--- src/rtl/mem_arb_pkg.sv ---
// Shared types and default widths for the two-requester memory arbiter.
//   arb_state_t : arbiter FSM states
//   requester_t : identity of a requester (fetch or data), used for round-robin
package mem_arb_pkg;

    localparam int unsigned ADDR_WIDTH_DEF = 16;
    localparam int unsigned DATA_WIDTH_DEF = 16;

    typedef enum logic [1:0] {
        ARB_IDLE    = 2'd0,
        ARB_GRANT_I = 2'd1,
        ARB_GRANT_D = 2'd2
    } arb_state_t;

    typedef enum logic {
        REQ_I = 1'b0,
        REQ_D = 1'b1
    } requester_t;

endpackage

--- src/rtl/mem_arbiter.sv ---
// mem_arbiter: shares one memory port between an instruction-fetch requester
// and a data requester. The winning request is latched and held on the memory
// port until mem_resp, and the response is routed back to the winner. Ties
// alternate round-robin.
//
// Ports:
//   clk, rst_n                 clock, synchronous active-low reset
//   imem_read/imem_address     fetch request (read only)
//   imem_rdata/imem_resp       fetch response
//   dmem_read/dmem_write       data request strobes
//   dmem_byte_enable/address/wdata  data request payload
//   dmem_rdata/dmem_resp       data response
//   mem_read/mem_write         memory strobes
//   mem_byte_enable/address/wdata   memory request payload
//   mem_rdata/mem_resp         memory response
module mem_arbiter
    import mem_arb_pkg::*;
#(
    parameter int ADDR_WIDTH = ADDR_WIDTH_DEF,
    parameter int DATA_WIDTH = DATA_WIDTH_DEF,
    parameter int BE_WIDTH   = DATA_WIDTH / 8
) (
    input  logic                  clk,
    input  logic                  rst_n,

    input  logic                  imem_read,
    input  logic [ADDR_WIDTH-1:0] imem_address,
    output logic [DATA_WIDTH-1:0] imem_rdata,
    output logic                  imem_resp,

    input  logic                  dmem_read,
    input  logic                  dmem_write,
    input  logic [BE_WIDTH-1:0]   dmem_byte_enable,
    input  logic [ADDR_WIDTH-1:0] dmem_address,
    input  logic [DATA_WIDTH-1:0] dmem_wdata,
    output logic [DATA_WIDTH-1:0] dmem_rdata,
    output logic                  dmem_resp,

    output logic                  mem_read,
    output logic                  mem_write,
    output logic [BE_WIDTH-1:0]   mem_byte_enable,
    output logic [ADDR_WIDTH-1:0] mem_address,
    output logic [DATA_WIDTH-1:0] mem_wdata,
    input  logic [DATA_WIDTH-1:0] mem_rdata,
    input  logic                  mem_resp
);

    arb_state_t            state_q,      state_d;
    requester_t            last_grant_q, last_grant_d;

    logic                  req_read_q,   req_read_d;
    logic                  req_write_q,  req_write_d;
    logic [ADDR_WIDTH-1:0] req_addr_q,   req_addr_d;
    logic [DATA_WIDTH-1:0] req_wdata_q,  req_wdata_d;
    logic [BE_WIDTH-1:0]   req_be_q,     req_be_d;

    logic                  i_req;
    logic                  d_req;
    logic                  load;
    requester_t            winner;

    assign i_req = imem_read;
    assign d_req = dmem_read | dmem_write;

    // Arbitration and next-state logic
    always_comb begin
        state_d      = state_q;
        last_grant_d = last_grant_q;
        load         = 1'b0;
        winner       = REQ_I;

        case (state_q)
            ARB_IDLE: begin
                if (i_req || d_req) begin
                    load = 1'b1;
                    if (i_req && d_req) begin
                        // Tie: the side that did not win last time goes now.
                        winner = (last_grant_q == REQ_I) ? REQ_D : REQ_I;
                    end else begin
                        winner = d_req ? REQ_D : REQ_I;
                    end
                    state_d      = (winner == REQ_D) ? ARB_GRANT_D : ARB_GRANT_I;
                    last_grant_d = winner;
                end
            end
            ARB_GRANT_I, ARB_GRANT_D: begin
                if (mem_resp) begin
                    state_d = ARB_IDLE;
                end
            end
            default: state_d = ARB_IDLE;
        endcase
    end

    // Request-register next values, captured only on the grant transition
    always_comb begin
        req_read_d  = req_read_q;
        req_write_d = req_write_q;
        req_addr_d  = req_addr_q;
        req_wdata_d = req_wdata_q;
        req_be_d    = req_be_q;

        if (load) begin
            if (winner == REQ_I) begin
                req_read_d  = 1'b1;
                req_write_d = 1'b0;
                req_addr_d  = imem_address;
                req_wdata_d = '0;
                req_be_d    = '1;
            end else begin
                // read+write together is illegal; it is treated as a write.
                req_read_d  = dmem_read & ~dmem_write;
                req_write_d = dmem_write;
                req_addr_d  = dmem_address;
                req_wdata_d = dmem_wdata;
                req_be_d    = dmem_byte_enable;
            end
        end
    end

    always_ff @(posedge clk) begin
        if (!rst_n) begin
            state_q      <= ARB_IDLE;
            last_grant_q <= REQ_I;
        end else begin
            state_q      <= state_d;
            last_grant_q <= last_grant_d;
        end
    end

    always_ff @(posedge clk) begin
        if (!rst_n) begin
            req_read_q  <= 1'b0;
            req_write_q <= 1'b0;
            req_addr_q  <= '0;
            req_wdata_q <= '0;
            req_be_q    <= '0;
        end else begin
            req_read_q  <= req_read_d;
            req_write_q <= req_write_d;
            req_addr_q  <= req_addr_d;
            req_wdata_q <= req_wdata_d;
            req_be_q    <= req_be_d;
        end
    end

    // Memory port is driven purely from the latched request; strobes are
    // gated by the grant states so nothing leaks out while idle.
    always_comb begin
        mem_read        = (state_q != ARB_IDLE) & req_read_q;
        mem_write       = (state_q != ARB_IDLE) & req_write_q;
        mem_address     = req_addr_q;
        mem_wdata       = req_wdata_q;
        mem_byte_enable = req_be_q;

        // Responses are gated by rst_n so a late mem_resp during reset is dropped.
        imem_resp  = rst_n & mem_resp & (state_q == ARB_GRANT_I);
        dmem_resp  = rst_n & mem_resp & (state_q == ARB_GRANT_D);
        imem_rdata = mem_rdata;
        dmem_rdata = mem_rdata;
    end

endmodule

--- config.mk ---
export PLATFORM = sky130hd
export DESIGN_NAME = mem_arbiter
export DESIGN_NICKNAME = d
export VERILOG_FILES = /design/src/rtl/mem_arb_pkg.sv /design/src/rtl/mem_arbiter.sv
export SDC_FILE = /design/constraint.sdc
export NUM_CORES = 1
export LEC_CHECK = 0
export CORE_ASPECT_RATIO = 1.75
export CORE_MARGIN = 2
export CORE_UTILIZATION = 31
export CTS_CLUSTER_DIAMETER = 40
export DETAILED_ROUTE_END_ITERATION = 16
export GPL_TIMING_DRIVEN = 0
export MAX_ROUTING_LAYER = met4
export PLACE_DENSITY = 0.84
export SYNTH_ARGS = -nofsm -noshare
export SYNTH_HDL_FRONTEND = slang
export SYNTH_SLANG_ARGS = --single-unit
--- constraint.sdc ---
create_clock -name clk -period 1.7 [get_ports clk]
set_clock_uncertainty 0.15 [all_clocks]
set_input_delay 0.34 -clock clk [delete_from_list [all_inputs] [get_ports clk]]
set_output_delay 0.34 -clock clk [all_outputs]
set_load 0.05 [all_outputs]
**Word level (Yosys, flattened, before mapping)**

Cells that the tools add are included.
W data, S select, Z words.

- $add $sub $neg: 0
- Multiply operators: 0
- Div/mod/pow operators: 0
- Order comparisons: 0
- Equality and inequality tests: 4
- Shift operators: 0
- Mux-type cells: 18
- Bitwise operators: 8
- Reduce and logical (&&, ||, !) cells: 7

Operators with widths:

| cell | count |
|---|---|
| $mux W16 | 2 |
| $mux W1 | 11 |
| $mux W2 | 4 |
| $and A1 B1 Y1 | 6 |
| $ne A2 B2 Y1 const B | 2 |
| $pmux W2 S2 | 1 |
| $reduce_and A2 Y1 | 2 |
| $eq A2 B1 Y1 const B | 1 |
| $eq A2 B2 Y1 const B | 1 |
| $logic_not A2 Y1 | 1 |
| $reduce_bool A2 Y1 | 1 |
| $reduce_or A2 Y1 | 1 |
| $logic_and A1 B1 Y1 | 1 |
| $logic_or A1 B1 Y1 | 1 |
| $not A1 Y1 | 1 |
| $or A1 B1 Y1 | 1 |

- Register bits after elaboration: 39
- Bits in latches: 0
- Bits in writable memories: 0
- Memory bits (read-only): 0
- Bits of input ports: 72
- Output and inout port bits: 70
- Memories kept: 0

**Logic depth before layout (Yosys ltp)**

Gate-level depths: netlist of run 1.

- Depth after elaboration: 8
- Depth in mapped cells: 8
- Depth with buffers taken out: 5

**Least setup slack after synthesis of run 1**

OpenSTA, ideal clock, no wires.

- Kind: reg2out
- From: register state_q[0]
- To: output mem_read
- Arrival time: 1.441 ns
- Required time: 1.210 ns
- Setup slack: -0.231 ns
- Cell stages (with the launch flop): 5
- Path buffers: 1
- Cells stage by stage: dfxtp_1 > inv_1 > ha_1 > buf_2 > nor2b_1

- Cells in the longest elaborated chain, start to end: 2

Ends and longest elaborated chain:

| element | RTL line | text |
|---|---|---|
| from (decl) | mem_arbiter.sv:48 | `arb_state_t state_q, state_d;` |
| from (signal assigned) | mem_arbiter.sv:126 | `state_q <= state_d;` |
| $reduce_bool A2 Y1 | mem_arbiter.sv:150 | `mem_read = (state_q != ARB_IDLE) & req_read_q;` |
| $and A1 B1 Y1 | mem_arbiter.sv:150 |  |
| to (decl) | mem_arbiter.sv:39 | `output logic mem_read,` |

Every way passes these cells.

**Worst setup path after layout of run 1**

- From: register state_q[0]
- To: output mem_write

- Cells in the longest elaborated chain, start to end: 2

Ends and longest elaborated chain:

| element | RTL line | text |
|---|---|---|
| $reduce_bool A2 Y1 | mem_arbiter.sv:151 | `mem_write = (state_q != ARB_IDLE) & req_write_q;` |
| $and A1 B1 Y1 | mem_arbiter.sv:151 |  |
| to (decl) | mem_arbiter.sv:40 | `output logic mem_write,` |

Every way passes these cells.

==> results of run 1 <==
## worst reg2reg max path, stage by stage, from the launching register on
cell,delay (ns)
dfxtp_2,0.33
inv_2,0.08
ha_4,0.15
buf_8,0.12
o21a_1,0.20
nand2_4,0.11
buf_4,0.19
o211a_1,0.21
## cell type report
| type | count | area, µm² |
|---|---|---|
| sequential | 39 | 783 |
| fill | 552 | 2590 |
| timing repair buffer | 130 | 1310 |
| tap | 80 | 100 |
| clock inverter | 1 | 7.51 |
| buffer | 49 | 395 |
| multi-input combinational | 97 | 891 |
| clock buffer | 7 | 96.3 |
| inverter | 2 | 7.51 |
## what timing repair did
item,4_1_cts,5_1_grt
setup endpoints to repair,78,52
gates cloned,1,0
pin swaps,1,1
resized for setup,89,41
buffers inserted,3,1
## routing by layer
metal  GRT usage  routed length [µm]  vias to the layer above
met5           -                   0                        -
met4      0.0593                 101                        0
met3      0.0420                 538                       10
met2       0.350                3570                      110
met1       0.164                2160                      959
li1            -                   -                      966
## state kept, by name, summed over array words and instances (netlist names)
signal	cells
mem_address	16
mem_byte_enable	2
last_grant_q	1
state_q	2
mem_wdata	16
req_read_q	1
req_write_q	1
## logic make-up (layout without fill, tap and decap cells)
logic type                 after synthesis  count (layout)  share of synthesized area
AOI/OAI and AO/OA                       61              61                      0.312
DFF                                     39              39                      0.393
and+or+nand+nor                         33              33                     0.0926
adders and majority gates                3               3                     0.0189
buffers and inverters                   52             189                      0.183
## cell usage in the layout, fill, tap and decap left out, types with 5 or more instances in the layout
cell type / instances
clkdlybuf4s50_1: 62
buf_4: 38
dfxtp_1: 37
dlymetal6s2s_1: 19
dlygate4sd2_1: 34
clkdlybuf4s15_1: 6
and3_1: 16
o32a_1: 11
buf_8: 7
o211a_1: 18
nand2_1: 5
clkbuf_8: 8
a41o_1: 16
buf_6: 5
o32a_2: 5
## worst min path at each step
| stage | endpoint | slack, ns | cells after the start |
|---|---|---|---|
| after floorplan | req_write_q$_SDFFE_PN0P_ | 0.28 | 2 |
| after global placement | req_write_q$_SDFFE_PN0P_ | 0.29 | 2 |
| after detailed placement | req_write_q$_SDFFE_PN0P_ | 0.32 | 2 |
| after CTS | req_write_q$_SDFFE_PN0P_ | 0.33 | 2 |
| after global routing | req_write_q$_SDFFE_PN0P_ | 0.36 | 2 |
| final | req_write_q$_SDFFE_PN0P_ | 0.33 | 2 |
## power by group
| group | internal, mW | switching, mW | leakage, nW |
|---|---|---|---|
| sequential | 1.07 | 0.0731 | 0.324 |
| clock | 0.369 | 0.330 | 0.0505 |
| combinational | 0.758 | 1.12 | 1.61 |
| total | 2.19 | 1.52 | 1.98 |
==> run metrics, run 1 <==
placed cells 393; DRT Wirelength 6360 µm; DR iter-0 viols 33; area delta synth->final 80.9%; die height 110 µm; final setup vio count 4; number of enable flip-flop cells after synthesis 0; gr ovfl total 0; ratio of cells with drive above 1 in the final layout 0.258; Yosys warnings 0; Synth Instances 188; Pleak 1.98 nW; later-pin clock latency in the skew report 0.28 ns; critical path's slowest cell dfxtp_2; power per cell area 1030 nW/µm²; Slew Limit Fails 0; Worst EP required 1.21 ns; Yosys top cell area share 0.393; H-tree Lvls 2; final setup margin -0.0290 ns; I/O Buffers 125; Slew @ Worst Pin 0.633 ns; Util after Layout 0.581; antenna fix cells 0; PnR Total Power 3.71 mW; Syn Std Cell Area 1990 µm²; Critical R2R Launch state_q[1]$_SDFFE_PN0P_; Die ar. 7090 µm²; vias per inst 5.05; pin count of the biggest net entering global routing 18; hold slack final 0.330 ns; GPL Wtd Cong 0.698; root buffer cell clkbuf_8; Final Hold Vio Count 0; post-route cell area 3590 µm²; Worst setup SP type flop; Stages on worst setup path 5; synth cell count leaders 39 x dfxtp_1, 32 x buf_4, 18 x and3_1, 18 x o211a_1, 16 x a41o_1; Worst Reg-to-Reg Cells 7; Core Rows 38; maximum clock frequency 578 MHz; worst hold path class flop to flop; r2r setup slk 0.05 ns; maximum clock path buffer count 2; Seq cells post-synth 39; cell with the most instances after synthesis dfxtp_1; CP endpoint kind output pin; Num CTS Buffers 5; Final ANT Viol Nets 0; Die X 64.5 µm; vias in the first global route 2063; hold path start req_write_q$_SDFFE_PN0P_; crit path launch state_q[0]$_SDFFE_PN0P_; CP bufs+invs 3; setup TNS -0.0642 ns; dpl ws -1.11 ns; first-pass GRT wire length 9630 µm; register area share after synthesis 0.393; syn nets 263; VDD IR-drop max 652 µV; Relative slew margins 0.578; Initial Utilization 0.321; I/O pins 142; outcome finished, violations left; worst setup path end mem_write; period utilization 1.02; Worst Path Arrival 1.24 ns; Detailed Routing Iterations Pass 1 5; routed len/inst 15.7 µm; critical path type flop to output pin; Tot GR Track Use 0.178; clk slew on worst S/H paths 0.07 ns; final non-filler cell total 405; Max Fanout on Critical Path 5; Synth Flop Type dfxtp_1; final net count 399; syn_area_per_cell 10.6 µm²; RSZ-0062 raised after global routing true; CP peak stage delay 0.35 ns; # DRC 0; hpwl dp 4780 µm; area post-placement 3340 µm²; clock sink count 39; Post-synth ARST share 0; Via Count 2045; Core Area 6180 µm²; reg-to-reg endpoint mem_address[13]$_SDFFE_PN0P_; CP delay by family, top flip-flops; crit-path cells inv_2 -> ha_4 -> buf_8 -> nor2b_4 -> buf_8; MaxCap Viol Count 0; time the worst path needs with I/O delays and setup 1.73 ns; CTS tree yes; Yosys top cell by area dfxtp_1; top cells by area, synth dfxtp_1 39%, buf_4 12%, o211a_1 9.1%, a41o_1 8.1%, and3_1 5.7%; failing checks setup timing; hold buffer count at cts 0; Yosys cell types 27; cell mode on critical path buf_8; antenna violations before repair 0
(Power assumes the default switching activity.)
==> run 2, diff against run 1 <==
Settings changed: CTS_CLUSTER_SIZE set to 8, SLEW_MARGIN set to 20.
==> results of run 2 <==
No change in the layout: final DEF, timing and power equal those of run 1.
==> run 3, diff against run 2 <==
Settings changed: CORE_UTILIZATION 31 to 35, PLACE_DENSITY 0.84 to 0.89.
Clock period 1.7 ns to 1.9 ns, I/O delays scaled along.
==> run 3 against run 2 <==
The run now ends clean. Cell area down 4.1%. Routed wire length down 5.7%. Combinational power decreased by 14%. First-iteration DRC count is 18% lower. Sequential power decreased by 11%. Sequential share of layout area grew 0.93 points. Non-clock buffer count stayed put. Via count decreased by 2.5%. Count of clock-buffer cells in the layout unchanged. Worst setup slack improved by 0.075 ns.
==> run metrics, run 3 (synthesis gave the netlist of run 1 again) <==
clock sink count 39; final setup vio count 0; die height 104 µm; DRT Wirelength 6000 µm; most frequent cells in the layout 84 x clkdlybuf4s50_1, 37 x dfxtp_1, 36 x buf_4; Critical R2R Launch state_q[0]$_SDFFE_PN0P_; reg-to-reg endpoint mem_address[13]$_SDFFE_PN0P_; Slew @ Worst Pin 0.530 ns; period utilization 0.976; Die ar. 6320 µm²; maximum clock path buffer count 2; hpwl dp 4750 µm; final setup margin 0.0461 ns; first-pass GRT wire length 9520 µm; Final ANT Viol Nets 0; Pleak 1.81 nW; Slew Limit Fails 0; Hold Path End req_write_q$_SDFFE_PN0P_; worst hold path class flop to flop; Worst Reg-to-Reg Cells 7; power per cell area 919 nW/µm²; I/O pins 142; Core Rows 36; CP endpoint kind output pin; area delta synth->final 73.5%; pin count of the biggest net entering global routing 12; Seq. cell area 783 µm²; Worst setup SP type flop; hold buffer count at cts 0; I/O Buffers 125; Util after Layout 0.622; Core Area 5540 µm²; Tot GR Track Use 0.198; clk slew on worst S/H paths 0.07 ns; root buffer cell clkbuf_8; time the worst path needs with I/O delays and setup 1.85 ns; MaxCap Viol Count 0; CTS tree yes; Num CTS Buffers 5; antenna violations before repair 0; DR iter-0 viols 27; maximum clock frequency 539 MHz; GPL Wtd Cong 0.744; Worst EP required 1.37 ns; later-pin clock latency in the skew report 0.28 ns; # DRC 0; Worst Path Arrival 1.32 ns; hold path start req_write_q$_SDFFE_PN0P_; ratio of cells with drive above 1 in the final layout 0.234; Initial Utilization 0.358; post-route cell area 3440 µm²; commonest non-fill, non-tap cell in the layout clkdlybuf4s50_1; multi-input logic area 858 µm²; VDD IR-drop max 617 µV; antenna fix cells 0; area post-placement 3330 µm²; outcome completed; placed cells 389; Relative slew margins 0.648; dpl ws -0.928 ns; H-tree Lvls 2; routed len/inst 15.0 µm; final non-filler cell total 401; Layout fillers 495; Via Count 1993; Final Hold Vio Count 0; setup TNS 0 ns; Max Fanout on Critical Path 5; critical path type flop to output pin; vias per inst 4.97; vias in the first global route 2110; hold depth 2; Detailed Routing Iterations Pass 1 4; r2r setup slk 0.10 ns; gr ovfl total 0; Die X 60.9 µm; final net count 399
## run 3: area by class of cell
class / instances / share of cell area
Timing Repair Buffer: 129 / 0.361
Multi-Input combinational cell: 97 / 0.249
Sequential cell: 39 / 0.227
Buffer: 50 / 0.109
Tap cell: 76 / 0.0276
Clock buffer: 7 / 0.0222
Inverter: 2 / 0.00218
Clock inverter: 1 / 0.00145
## run 3: metal layers
layer	global-route usage	vias up	part of all wire
li1	-	963	-
met1	0.195	918	0.35
met2	0.367	104	0.56
met3	0.0424	8	0.073
met4	0.0559	0	0.014
met5	-	-	0
## run 3: what timing repair did
action	in CTS	in global routing
pin swaps	0	1
endpoints found under the setup margin	58	22
buffers inserted	0	3
gates resized for setup	73	6
cloned	0	1
## run 3: worst max-delay path by stage
| stage | start | endpoint | slack (ns) | cells after the start |
|---|---|---|---|---|
| 2_1_floorplan | state_q[0]$_SDFFE_PN0P_ | mem_read | -0.07 | 4 |
| 3_3_place_gp | rst_n | dmem_resp | -0.93 | 4 |
| 3_5_place_dp | rst_n | imem_resp | -0.93 | 4 |
| 4_1_cts | state_q[0]$_SDFFE_PN0P_ | mem_read | 0.01 | 5 |
| 5_1_grt | state_q[0]$_SDFFE_PN0P_ | mem_write | -0.007 | 5 |
| 6_report | state_q[0]$_SDFFE_PN0P_ | mem_write | 0.05 | 5 |
## run 3: power by group
part	switching [mW]	total [mW]	internal, mW
Clock	0.277	0.535	0.258
Combinational	0.969	1.61	0.642
Sequential	0.0652	1.02	0.955
## run 3: critical path, cell delays in order (launching register included)
cell and delay [ns]:
dfxtp_2 0.34, inv_1 0.07, ha_2 0.20, buf_6 0.13, nor2b_2 0.13, buf_6 0.17
## run 3: through the flow
stage | power, mW | hold slack, ns
floorplan | 2.13 | 0.280
global placement | 2.65 | 0.288
detailed placement | 2.68 | 0.298
CTS | 3.16 | 0.308
global route | 3.33 | 0.323
finish | 3.17 | 0.307
